===== src/rtl/trivium_pkg.sv =====
// Shared constants and FSM encoding for the Trivium keystream core.
package trivium_pkg;

  localparam int unsigned STATE_W    = 288;
  localparam int unsigned KEY_W      = 80;
  localparam int unsigned IV_W       = 80;
  localparam int unsigned WARMUP_DEF = 1152;
  localparam int unsigned KIV_W      = KEY_W + IV_W;
  localparam int unsigned CFG_BYTES  = KIV_W / 8;

  // Register boundaries: A = s1..s93, B = s94..s177, C = s178..s288
  localparam int unsigned A_LEN = 93;
  localparam int unsigned B_END = 177;

  // Tap positions in 1-based Trivium numbering (s_k lives at state bit k-1)
  localparam int unsigned T1_LIN_A = 66;
  localparam int unsigned T1_LIN_B = 93;
  localparam int unsigned T1_AND_A = 91;
  localparam int unsigned T1_AND_B = 92;
  localparam int unsigned T1_FB    = 171;
  localparam int unsigned T2_LIN_A = 162;
  localparam int unsigned T2_LIN_B = 177;
  localparam int unsigned T2_AND_A = 175;
  localparam int unsigned T2_AND_B = 176;
  localparam int unsigned T2_FB    = 264;
  localparam int unsigned T3_LIN_A = 243;
  localparam int unsigned T3_LIN_B = 288;
  localparam int unsigned T3_AND_A = 286;
  localparam int unsigned T3_AND_B = 287;
  localparam int unsigned T3_FB    = 69;

  typedef enum logic [1:0] {
    IDLE = 2'd0,
    LOAD = 2'd1,
    INIT = 2'd2,
    RUN  = 2'd3
  } fsm_e;

endpackage


===== src/rtl/trivium_keystream_gen_round.sv =====
// One combinational Trivium round: produces the keystream bit and the shifted state.
module trivium_round
  import trivium_pkg::*;
(
  input  logic [STATE_W-1:0] state_i,
  output logic [STATE_W-1:0] state_o,
  output logic               z_o
);

  logic t1_lin, t2_lin, t3_lin;
  logic t1_fb, t2_fb, t3_fb;

  // Output bit from the linear taps, feedback adds the AND term and cross-register tap
  always_comb begin
    t1_lin = state_i[T1_LIN_A-1] ^ state_i[T1_LIN_B-1];
    t2_lin = state_i[T2_LIN_A-1] ^ state_i[T2_LIN_B-1];
    t3_lin = state_i[T3_LIN_A-1] ^ state_i[T3_LIN_B-1];
    z_o    = t1_lin ^ t2_lin ^ t3_lin;
    t1_fb  = t1_lin ^ (state_i[T1_AND_A-1] & state_i[T1_AND_B-1]) ^ state_i[T1_FB-1];
    t2_fb  = t2_lin ^ (state_i[T2_AND_A-1] & state_i[T2_AND_B-1]) ^ state_i[T2_FB-1];
    t3_fb  = t3_lin ^ (state_i[T3_AND_A-1] & state_i[T3_AND_B-1]) ^ state_i[T3_FB-1];
    state_o = {state_i[STATE_W-2:B_END], t2_fb,
               state_i[B_END-2:A_LEN],   t1_fb,
               state_i[A_LEN-2:0],       t3_fb};
  end

endmodule


===== src/rtl/trivium_keystream_gen.sv =====
// Trivium keystream core: byte-serial key/IV load, warm-up, WORD_W bits per stream transfer.
module trivium_keystream_gen
  import trivium_pkg::*;
#(
  parameter int unsigned WORD_W = 8,
  parameter int unsigned WARMUP = WARMUP_DEF
) (
  input  logic              clk,
  input  logic              rst_n,
  input  logic              ena,
  input  logic              cfg_start,
  input  logic              cfg_valid,
  input  logic [7:0]        cfg_data,
  output logic              cfg_ready,
  output logic              ks_valid,
  input  logic              ks_ready,
  output logic [WORD_W-1:0] ks_data,
  output logic              busy
);

  localparam int unsigned INIT_CYC = WARMUP / WORD_W;
  localparam int unsigned CNT_W    = $clog2(INIT_CYC + 1);
  localparam int unsigned BCNT_W   = $clog2(CFG_BYTES);

  fsm_e                fsm_q, fsm_d;
  logic [STATE_W-1:0]  state_q, state_d;
  logic [KIV_W-1:0]    kiv_q, kiv_d;
  logic [BCNT_W-1:0]   byte_cnt_q, byte_cnt_d;
  logic [CNT_W-1:0]    round_cnt_q, round_cnt_d;
  logic                ks_valid_q, ks_valid_d;
  logic [WORD_W-1:0]   ks_data_q, ks_data_d;
  logic                cfg_ready_q, cfg_ready_d;
  logic                busy_q, busy_d;

  logic [STATE_W-1:0]  round_chain [WORD_W+1];
  logic [WORD_W-1:0]   z_c;
  logic [KIV_W-1:0]    kiv_next_c;
  logic [STATE_W-1:0]  init_state_c;

  assign round_chain[0] = state_q;

  // WORD_W rounds chained per cycle; round j supplies keystream bit j
  for (genvar j = 0; j < WORD_W; j++) begin : g_round
    trivium_round u_round (
      .state_i (round_chain[j]),
      .state_o (round_chain[j+1]),
      .z_o     (z_c[j])
    );
  end

  // Byte 0 ends up in the low bits; the final byte is folded in combinationally
  always_comb begin
    kiv_next_c   = {cfg_data, kiv_q[KIV_W-1:8]};
    init_state_c = '0;
    init_state_c[KEY_W-1:0]           = kiv_next_c[KEY_W-1:0];
    init_state_c[A_LEN+IV_W-1:A_LEN]  = kiv_next_c[KIV_W-1:KEY_W];
    init_state_c[STATE_W-1:STATE_W-3] = 3'b111;
  end

  // Next-state and datapath control
  always_comb begin
    fsm_d       = fsm_q;
    state_d     = state_q;
    kiv_d       = kiv_q;
    byte_cnt_d  = byte_cnt_q;
    round_cnt_d = round_cnt_q;
    ks_valid_d  = ks_valid_q;
    ks_data_d   = ks_data_q;

    if (cfg_start) begin
      fsm_d      = LOAD;
      byte_cnt_d = '0;
      ks_valid_d = 1'b0;
    end else begin
      case (fsm_q)
        IDLE: fsm_d = IDLE;
        LOAD: begin
          if (cfg_valid) begin
            kiv_d = kiv_next_c;
            if (byte_cnt_q == BCNT_W'(CFG_BYTES - 1)) begin
              fsm_d       = INIT;
              byte_cnt_d  = '0;
              round_cnt_d = '0;
              state_d     = init_state_c;
            end else begin
              byte_cnt_d = byte_cnt_q + BCNT_W'(1);
            end
          end
        end
        INIT: begin
          state_d = round_chain[WORD_W];
          if (round_cnt_q != CNT_W'(INIT_CYC)) round_cnt_d = round_cnt_q + CNT_W'(1);
          if (round_cnt_q == CNT_W'(INIT_CYC - 1)) fsm_d = RUN;
        end
        RUN: begin
          if (!ks_valid_q || ks_ready) begin
            state_d    = round_chain[WORD_W];
            ks_data_d  = z_c;
            ks_valid_d = 1'b1;
          end
        end
        default: fsm_d = IDLE;
      endcase
    end

    cfg_ready_d = (fsm_d == LOAD);
    busy_d      = (fsm_d == LOAD) || (fsm_d == INIT);
  end

  // State registers; ena low freezes everything
  always_ff @(posedge clk or negedge rst_n) begin
    if (!rst_n) begin
      fsm_q       <= IDLE;
      state_q     <= '0;
      kiv_q       <= '0;
      byte_cnt_q  <= '0;
      round_cnt_q <= '0;
      ks_valid_q  <= 1'b0;
      ks_data_q   <= '0;
      cfg_ready_q <= 1'b0;
      busy_q      <= 1'b0;
    end else if (ena) begin
      fsm_q       <= fsm_d;
      state_q     <= state_d;
      kiv_q       <= kiv_d;
      byte_cnt_q  <= byte_cnt_d;
      round_cnt_q <= round_cnt_d;
      ks_valid_q  <= ks_valid_d;
      ks_data_q   <= ks_data_d;
      cfg_ready_q <= cfg_ready_d;
      busy_q      <= busy_d;
    end
  end

  assign cfg_ready = cfg_ready_q;
  assign ks_valid  = ks_valid_q;
  assign ks_data   = ks_data_q;
  assign busy      = busy_q;

endmodule


===== config.mk =====
export PLATFORM = sky130hd
export DESIGN_NAME = trivium_keystream_gen
export DESIGN_NICKNAME = d
export VERILOG_FILES = /design/src/rtl/trivium_pkg.sv /design/src/rtl/trivium_keystream_gen_round.sv /design/src/rtl/trivium_keystream_gen.sv
export SDC_FILE = /design/constraint.sdc
export NUM_CORES = 1
export LEC_CHECK = 0
export ABC_AREA = 1
export CELL_PAD_IN_SITES_DETAIL_PLACEMENT = 1
export CELL_PAD_IN_SITES_GLOBAL_PLACEMENT = 1
export CORE_ASPECT_RATIO = 0.8
export CORE_MARGIN = 10
export CORE_UTILIZATION = 40
export DETAILED_ROUTE_END_ITERATION = 12
export PLACE_DENSITY_LB_ADDON = 0.1
export SETUP_SLACK_MARGIN = 0.05
export SYNTH_ARGS = -nofsm -noshare
export SYNTH_HDL_FRONTEND = slang
export SYNTH_SLANG_ARGS = --single-unit

===== constraint.sdc =====
create_clock -name clk -period 2.2 [get_ports clk]
set_input_delay 0.44 -clock clk [delete_from_list [all_inputs] [get_ports clk]]
set_output_delay 0.44 -clock clk [all_outputs]
set_load 0.05 [all_outputs]

=== Word level (Yosys, flattened, before mapping) ===
Index checks and enable logic that the tools add are counted.

* Logic and storage cells: 172
* Bits of input ports: 14
* Flip-flop bits (word level): 474

* Reduce and logical (&&, ||, !) cells: 16
* Bitwise gates (word level): 113
* Add/subtract/negate cells: 2
* Eq/ne operators: 12
* Multiplexer cells: 20

{| class="wikitable"
|+ Operators with widths
! operator !! number
|-
| 288-bit two-way mux || 3
|-
| 288-bit case mux with 3 select lines || 1
|-
| 1-bit XOR || 88
|-
| 1-bit AND || 24
|-
| 8-bit two-way mux || 3
|-
| 5-bit two-way mux || 4
|-
| 8-bit case mux with 2 select lines || 1
|-
| 6-bit AND reduction || 2
|-
| 2-bit nonzero test || 5
|-
| 8-bit by 1-bit adder with 8-bit output, second input constant || 1
|-
| 8-bit equality test, second input constant || 1
|-
| 2-bit two-way mux || 4
|-
| 2-bit inequality test, second input constant || 4
|-
| 8-bit inequality test, second input constant || 1
|-
| 4-bit AND reduction || 2
|-
| 2-bit equality test, second input constant || 3
|-
| 2-bit case mux with 3 select lines || 1
|-
| 3-bit AND reduction || 2
|-
| 5-bit by 1-bit adder with 5-bit output, second input constant || 1
|-
| 5-bit equality test, second input constant || 1
|-
| 2-bit by 1-bit equality test with 1-bit output, second input constant || 2
|-
| 1-bit two-way mux || 3
|-
| 3-bit nonzero test || 1
|-
| 2-bit zero test || 1
|-
| 3 further kinds || 4
|}

=== Depth between registers and ports, before layout ===
Gate-level depths: netlist of the first run.

* Word-level depth: 7
* Gate-level depth with buffers: 10
* Gate-level depth less buffers: 10

=== Modules after synthesis ===
Synthesis of the first run repeated with hierarchy kept, for this count alone.

* Cell total of the unflattened synthesis: 4907
* Area total of the unflattened synthesis: 38465.6 µm²

{| class="wikitable"
|+ By module, submodules not included
! module !! cells an instance !! area an instance (µm²) !! sequential area each (µm²) !! instances
|-
| trivium_keystream_gen || 2235 || 19557.5 || 11661.2 || 1
|-
| trivium_round || 334 || 2363.5 || 0.0 || 8
|}

=== Worst setup path after synthesis of the first run ===
Ideal clock, no wire load.

* Path kind: register to register
* Start point: register ks_valid_q, in the netlist ks_valid
* End point: register state_q[0]
* Cell stages (with the launch flop): 9
* Setup slack: 0.497 ns
* Data required time: 2.135 ns
* Library setup time: 0.065 ns
* Arrival: 1.638 ns
* Cells stage by stage: dfrtp_1 > nand2_1 > o21ai_2 > inv_1 > nand2_1 > buf_2 > buf_2 > nand2_1 > nand2_1

* Longest elaborated chain between the ends: 4

{| class="wikitable"
|+ Ends and longest elaborated chain
! item !! RTL line !! text
|-
| start: declaration || trivium_keystream_gen.sv:30 || <nowiki>logic ks_valid_q, ks_valid_d;</nowiki>
|-
| start signal: assignment || trivium_keystream_gen.sv:128 || <nowiki>ks_valid_q <= ks_valid_d;</nowiki>
|-
| 1-bit zero test || trivium_keystream_gen.sv:96 || <nowiki>if (!ks_valid_q || ks_ready) begin</nowiki>
|-
| 1-bit logical OR || trivium_keystream_gen.sv:96 ||
|-
| 2-bit inequality test (no line) || n/a ||
|-
| 6-bit AND reduction (no line) || n/a ||
|-
| end signal: assignment || trivium_keystream_gen.sv:124 || <nowiki>state_q <= state_d;</nowiki>
|-
| end: declaration || trivium_keystream_gen.sv:26 || <nowiki>logic [STATE_W-1:0] state_q, state_d;</nowiki>
|}

No other way between the ends.
A chain may end at the register's enable or synchronous reset.

=== Final worst setup path of the first run ===
* Start point: register fsm_q[1]
* End point: register state_q[159]

* Longest elaborated chain between the ends: 3
* Elaborated cells between the ends (all ways): 9
* Classes of those cells: 6 x eq/ne; 1 x mux; 2 x reduce/logical

{| class="wikitable"
|+ Ends and longest elaborated chain
! item !! RTL line !! text
|-
| start: declaration || trivium_keystream_gen.sv:25 || <nowiki>fsm_e fsm_q, fsm_d;</nowiki>
|-
| start signal: assignment || trivium_keystream_gen.sv:123 || <nowiki>fsm_q <= fsm_d;</nowiki>
|-
| 2-bit equality test or 2-bit by 1-bit equality test with 1-bit output (tied branches) || trivium_keystream_gen.sv:75 || <nowiki>case (fsm_q)</nowiki>
|-
| 2-bit inequality test (no line) or 3-bit nonzero test (tied branches) || n/a ||
|-
| 6-bit AND reduction (no line) || n/a ||
|}

Parallel ways exist; a longest one is shown, timed or not.

==> reports/metrics.cfg, run 1 <==
[run_status]
status=completed

[sta]
achievable-frequency_ghz=0.515
hold_viol_final=0
rsz0062_at_grt=no
slew-limit-headroom_pct=62.4
finalCriticalPeriod_ns=1.94
final_min_period_over_clock_period_pct=88.2
tightest_slew_ns=0.558
finalSetupTns_ns=0
worst_slack_ns=0.259
slew_viol_final=0
setup_violations=0
skew_ns=0.0182

[floorplanning]
placement_rows=74
floorplan_core_area_um2=51400
start_util_pct=40.8
boundaryPins=25
chipHeight_um=225
die_area_um2=62000
chipWidth_um=276

[routing]
post_drt_via_cell_ratio=4.96
routed-via-count=16700
drt_first_iter_violations=1166
wl_per_cell_um=16.3
route.detailed.drc=0
routed_wirelength_um=54700
dr.pass1.iters=5
ant_nets=0

[synthesis]
synthArstFlopShare_pct=100
dominantRegCellSynth=sky130_fd_sc_hd__dfrtp_1
synth_sequential_area_ratio_pct=55.7
synth_top_cell_area_share_pct=55.7
post_synthesis_net_count=2644
synthCells=2626
yosys_warning_count=0
yosys.cell_types.count=27
synth_area_um2=20900
ys_top_cells_by_count=sky130_fd_sc_hd__nand2_1 (1,218), sky130_fd_sc_hd__dfrtp_1 (466), sky130_fd_sc_hd__o21ai_0 (343), sky130_fd_sc_hd__inv_1 (237), sky130_fd_sc_hd__nand3_1 (83)
synth_seq_cells=466
synth.area.top_cells=sky130_fd_sc_hd__dfrtp_1 (56%), sky130_fd_sc_hd__nand2_1 (22%), sky130_fd_sc_hd__o21ai_0 (8.2%), sky130_fd_sc_hd__inv_1 (4.2%), sky130_fd_sc_hd__nand3_1 (2.0%)
synth_area_leader_cell=sky130_fd_sc_hd__dfrtp_1
synth_area_per_cell_um2=7.98
post-synth-top-count-cell=sky130_fd_sc_hd__nand2_1
synth_enable_flop_cells=0

[min_path]
min-delay-path-class=in2async

[critical_path]
timing.critical_path.cells=buf_12 > buf_4 > o21ai_0 > nand2_1 > o21ai_0
timing.critical_path.max_delay_family=buffers and inverters
standard_cell_with_the_maximum_stage_delay_on_the_critical_path=sky130_fd_sc_hd__buf_4
timing.critical_path.slowest_cell_delay_ns=0.50
timing.critical_path.arrival_ns=2.41
timing_worst_setup_path_type=reg2reg
ff2ff_path_depth=5
worst_setup_path_start_kind=flip-flop
crit_path_end_kind=flip-flop
crit_top_cell=sky130_fd_sc_hd__o21ai_0
r2r_start=fsm_q[1]
number_of_buffer_and_inverter_stages_on_the_critical_path=2
path_max_fanout=115
regToRegSetupSlack_ns=0.26
crit-reg2reg-capture=state_q[159]
critPathRequiredTime_ns=2.67

[global_route]
antenna_found_initial=0
globalRouteOverflowTotal=0
grt_first_pass_wirelength_um=92900
grt_util_all_layers_pct=18.1
grt_start_max_net_pins=116
first_global_vias=17900

[clock_network]
cts_made_buffers=50
clkLatencyLatePin_ns=0.59
cts_tree=built
max-clock-path-buffers=3
clk_root_buffer_cell=sky130_fd_sc_hd__clkbuf_16
clkSlewWorstSetupHoldPaths_ns=0.06
htree_num_levels=2
clock_sinks=466

[job]
cap_violations=0

[placement]
numPortBuffers=24
dp_worst_setup_slack_ns=0.00986
detailedPlacementHpwl_um=36500
routabilityCongestion=0.844

[layout]
finalNetCount=2653
area.growth.synth_to_final_pct=14.6
final_layout_size_suffix_gt1_share_pct=6.14
layout.core_utilization_pct=46.7
final-seq-area_um2=11700
fillerInstances=6126
multi_input_comb_area_um2=7630
diodes=0

[power_and_ir_drop]
pwr_density_cell_nw_per_um2=945
max-vdd-ir-drop_mv=0.586
power.leakage_nw=12.2

logic make-up (layout without fill, tap and decap cells):
group           Yosys count  after routing  synth area share (%)
flops                   466            466                  55.7
xor+xnor                 54             54                  2.26
compound gates          381            381                  9.17
buf+inv                 382            427                  7.96
fa+ha+maj                 4              4                 0.239
simple gates           1339           1339                  24.7
what timing repair did:
action | CTS | global route
hold endpoints to repair | 28 | 0
hold buffers | 1 | 0
endpoints found under the setup margin | 11 | 0
gates resized for setup | 11 | 0
setup buffers | 0 | 0
metrics by stage:
step | total power [mW] | hold slack (ns) | instances | area (um2)
final | 22.7 | 0.384 | 3355 | 24000
after global routing | 24.0 | 0.410 | 3355 | 24000
after CTS | 23.0 | 0.373 | 3355 | 24000
after detailed placement | 14.1 | 0.409 | 3266 | 22300
after global placement | 13.9 | 0.407 | 3266 | 22300
after floorplan | 12.9 | 0.144 | 2626 | 20900
cell usage in the layout, fill, tap and decap left out, types with 2 or more instances in the layout:
master                            count
sky130_fd_sc_hd__a21oi_1              3
sky130_fd_sc_hd__buf_12              38
sky130_fd_sc_hd__buf_4               37
sky130_fd_sc_hd__bufinv_16            5
sky130_fd_sc_hd__clkbuf_1            10
sky130_fd_sc_hd__clkbuf_16           51
sky130_fd_sc_hd__clkbuf_8            11
sky130_fd_sc_hd__clkdlybuf4s50_1     12
sky130_fd_sc_hd__clkinv_2             9
sky130_fd_sc_hd__dfrtp_1            465
sky130_fd_sc_hd__dlygate4sd2_1       11
sky130_fd_sc_hd__ha_1                 4
sky130_fd_sc_hd__inv_1              237
sky130_fd_sc_hd__inv_2                2
sky130_fd_sc_hd__nand2_1           1217
sky130_fd_sc_hd__nand3_1             83
sky130_fd_sc_hd__nand4_1              2
sky130_fd_sc_hd__nor2_1              27
sky130_fd_sc_hd__nor2_4               3
sky130_fd_sc_hd__nor3_1               3
sky130_fd_sc_hd__nor3b_1              2
sky130_fd_sc_hd__o21ai_0            343
sky130_fd_sc_hd__o21ai_1             29
sky130_fd_sc_hd__o22ai_1              3
sky130_fd_sc_hd__xnor2_1             25
sky130_fd_sc_hd__xor2_1              29
worst max path at each step:
stage / endpoint / startpoint / cells past startpoint / slack [ns]
global route: state_q[159] / fsm_q[1] / 5 / 0.06
finish: state_q[159] / fsm_q[1] / 5 / 0.26
floorplan: state_q[0] / ks_valid / 8 / 0.50
detailed placement: state_q[184] / ks_ready / 10 / 0.01
global placement: state_q[184] / ks_ready / 10 / 0.05
CTS: state_q[95] / fsm_q[1] / 8 / 0.21
layout make-up:
| type | count | share of cell area, % |
|---|---|---|
| clock buffers | 72 | 6.10 |
| inverters | 239 | 3.74 |
| well taps | 684 | 3.56 |
| multi-input cells | 1778 | 31.8 |
| clock inverters | 16 | 0.881 |
| repair buffers | 100 | 5.33 |
| flip-flops and latches | 466 | 48.6 |
power breakdown:
| group | switching [mW] | leakage [nW] | internal, mW |
|---|---|---|---|
| Sequential | 0.913 | 5.92 | 9.99 |
| Combinational | 1.95 | 5.42 | 1.11 |
| Clock | 3.54 | 0.830 | 5.19 |
metal layers:
metal | wire length, um | up-vias | global-route usage (%)
li1 | - | 8083 | -
met1 | 26100 | 8372 | 24.7
met2 | 26200 | 135 | 30.4
met3 | 1480 | 63 | 2.31
met4 | 904 | 0 | 4.10
met5 | 0 | - | 0
registers in the layout, summed over array words and instances, names as in the netlist:
name	cells
cfg_ready	1
state_q	288
busy	1
round_cnt_q	8
fsm_q	2
byte_cnt_q	5
ks_data	8
kiv_q	152
ks_valid	1
No activity file was read; power rests on OpenSTA's default activity.
==> run 2: changes to the inputs <==
Clock period 2.2 ns to 2.36 ns, I/O delays scaled along.
==> run 2 against run 1 <==
Design area decreased by 0.53%. Sequential power decreased by 6%. Power decreased by 8.9%. Non-clock buffer count decreased by 4. Routed wire length increased by 1.5%. Critical endpoint is now ks_data[2]. Count of clock-buffer cells in the layout increased by 3. First-iteration DRC count decreased by 18%. Via count decreased by 0.23%.
==> reports/metrics.cfg, run 2 (synthesis results as in run 1) <==
[critical_path]
crit-reg2reg-capture=state_q[271]
worst_setup_path_start_kind=flip-flop
timing.critical_path.cells=clkdlybuf4s50_1
crit_path_end_kind=output pin
number_of_buffer_and_inverter_stages_on_the_critical_path=1  ; -1
regToRegSetupSlack_ns=0.41  ; +0.15 ns
standard_cell_with_the_maximum_stage_delay_on_the_critical_path=sky130_fd_sc_hd__clkdlybuf4s50_1
r2r_start=byte_cnt_q[0]
setup.worst_path.start=ks_data[2]
timing.critical_path.slowest_cell_delay_ns=0.81  ; +0.31 ns
timing.critical_path.max_delay_family=buffers and inverters
timing.critical_path.arrival_ns=1.75  ; -0.66 ns
timing_worst_setup_path_type=reg2out
critPathRequiredTime_ns=1.89  ; -0.78 ns
path_max_fanout=2  ; -98%
ff2ff_path_depth=10  ; +5

[sta]
slew-limit-headroom_pct=52.1  ; -10 points
skew_ns=0.0145  ; -0.00373 ns
hold-worst-slack_ns=0.360  ; -0.0242 ns
setup_violations=0  ; unchanged
rsz0062_at_grt=no
final_min_period_over_clock_period_pct=94.0
slew_viol_final=0  ; unchanged
finalCriticalPeriod_ns=2.22
achievable-frequency_ghz=0.451
hold_viol_final=0  ; unchanged
tightest_slew_ns=0.719  ; +0.160 ns
finalSetupTns_ns=0  ; unchanged

[routing]
post_drt_via_cell_ratio=4.96  ; about the same
dr.pass1.iters=5  ; unchanged
routed_wirelength_um=55500  ; +1.5%
route.detailed.drc=0  ; unchanged
routed-via-count=16600  ; -0.23%
wl_per_cell_um=16.6  ; +1.7%
ant_nets=0  ; unchanged
drt_first_iter_violations=952  ; -18%

[clock_network]
htree_num_levels=2  ; unchanged
clkSlewWorstSetupHoldPaths_ns=0.06  ; about the same
cts.repair_timing.setup_buffer_count=0  ; unchanged
clk_root_buffer_cell=sky130_fd_sc_hd__clkbuf_16
clock_sinks=466  ; unchanged
max-clock-path-buffers=3  ; unchanged
cts_tree=built
clkLatencyLatePin_ns=0.59  ; about the same
cts_made_buffers=50  ; unchanged

[placement]
routabilityCongestion=0.812  ; -3.7%
detailedPlacementHpwl_um=36700  ; +0.54%
numPortBuffers=24  ; unchanged

[global_route]
grt_start_max_net_pins=169  ; +46%
globalRouteOverflowTotal=0  ; unchanged
grt_first_pass_wirelength_um=94300  ; +1.5%
antenna_found_initial=0  ; unchanged
grt_util_all_layers_pct=18.4  ; +0.31 points
first_global_vias=18100  ; +1.0%

[power_and_ir_drop]
pwr_density_cell_nw_per_um2=866  ; -8.4%
max-vdd-ir-drop_mv=0.566  ; -3.3%
power.leakage_nw=12.1  ; -0.72%
p_total_mw=20.7  ; -8.9%

[min_path]
min-delay-path-class=in2async

[floorplanning]
start_util_pct=40.8  ; unchanged
chipHeight_um=225  ; unchanged
boundaryPins=25  ; unchanged
chipWidth_um=276  ; unchanged
placement_rows=74  ; unchanged
floorplan_core_area_um2=51400  ; unchanged
die_area_um2=62000  ; unchanged

[job]
cap_violations=0  ; unchanged

[layout]
biggestRegsByFlops=state_q (288), kiv_q (152)
final_cell_mix=sky130_fd_sc_hd__nand2_1 (1,217), sky130_fd_sc_hd__dfrtp_1 (465), sky130_fd_sc_hd__o21ai_0 (343), sky130_fd_sc_hd__inv_1 (237), sky130_fd_sc_hd__nand3_1 (83)
largest-register=state_q
finalNetCount=2649  ; -0.15%
largest_reg_flops=288  ; unchanged
fillerInstances=6163  ; +0.60%
area.growth.synth_to_final_pct=14.0
diodes=0  ; unchanged
layout.cells.most_common=sky130_fd_sc_hd__nand2_1
final_layout_size_suffix_gt1_share_pct=5.89  ; -0.25 points

[run_status]
status=completed

## run 2: cell types whose count changed in the layout (fill, tap and decap cells not counted), sizes merged
cell	delta
buf	-4
bufinv	-5
clkbuf	+3
clkdlybuf4s50	+10
clkinv	+1
clkinvlp	-1
dlygate4sd2	-11
dlymetal6s2s	+1
## run 2: cell type report
class / instances / area, um2 / area share (%)
Multi-Input combinational cell: 1778 / 7630 / 32.0
Clock inverter: 11 / 66.3 / 0.278
Tap cell: 684 / 856 / 3.58
Sequential cell: 466 / 11700 / 48.8
Clock buffer: 75 / 1500 / 6.27
Timing Repair Buffer: 96 / 1270 / 5.30
Inverter: 239 / 897 / 3.76
## run 2: worst max-delay path by stage
stage	cells past startpoint	to	slack, ns
2_1_floorplan	8	state_q[0]	0.66
3_3_place_gp	10	state_q[184]	0.14
3_5_place_dp	10	state_q[267]	0.12
4_1_cts	1	ks_valid	0.06
5_1_grt	1	ks_data[2]	0.08
6_report	1	ks_data[2]	0.14
## run 2: report_power, final
part           internal (mW)  switching, mW  total, mW  leakage [nW]
sequential              9.31          0.868       10.2          5.92
clock                   4.35           3.26       7.62         0.779
combinational           1.04           1.84       2.88          5.38
total                   14.7           5.97       20.7          12.1
## run 2: per-stage QoR
stage | setup slack, ns | instances | util, % | area, um2
6_report | 0.141 | 3349 | 46.5 | 23900
5_1_grt | 0.0833 | 3349 | 46.5 | 23900
4_1_cts | 0.0603 | 3349 | 46.5 | 23900
3_5_place_dp | 0.119 | 3262 | 43.4 | 22300
3_3_place_gp | 0.135 | 3262 | 43.4 | 22300
2_1_floorplan | 0.657 | 2626 | - | 20900
## run 2: routing by layer
layer,part of all wire (%),track usage (%),vias up
li1,-,-,8080
met1,48,25.0,8348
met2,48,30.8,121
met3,2.4,2.43,65
met4,1.8,4.66,0
met5,0,0,-
## run 2: what timing repair did
item	4_1_cts	5_1_grt
resized for setup	0	1
hold buffers	1	0
endpoints found under the hold margin	23	0
setup endpoints to repair	0	1
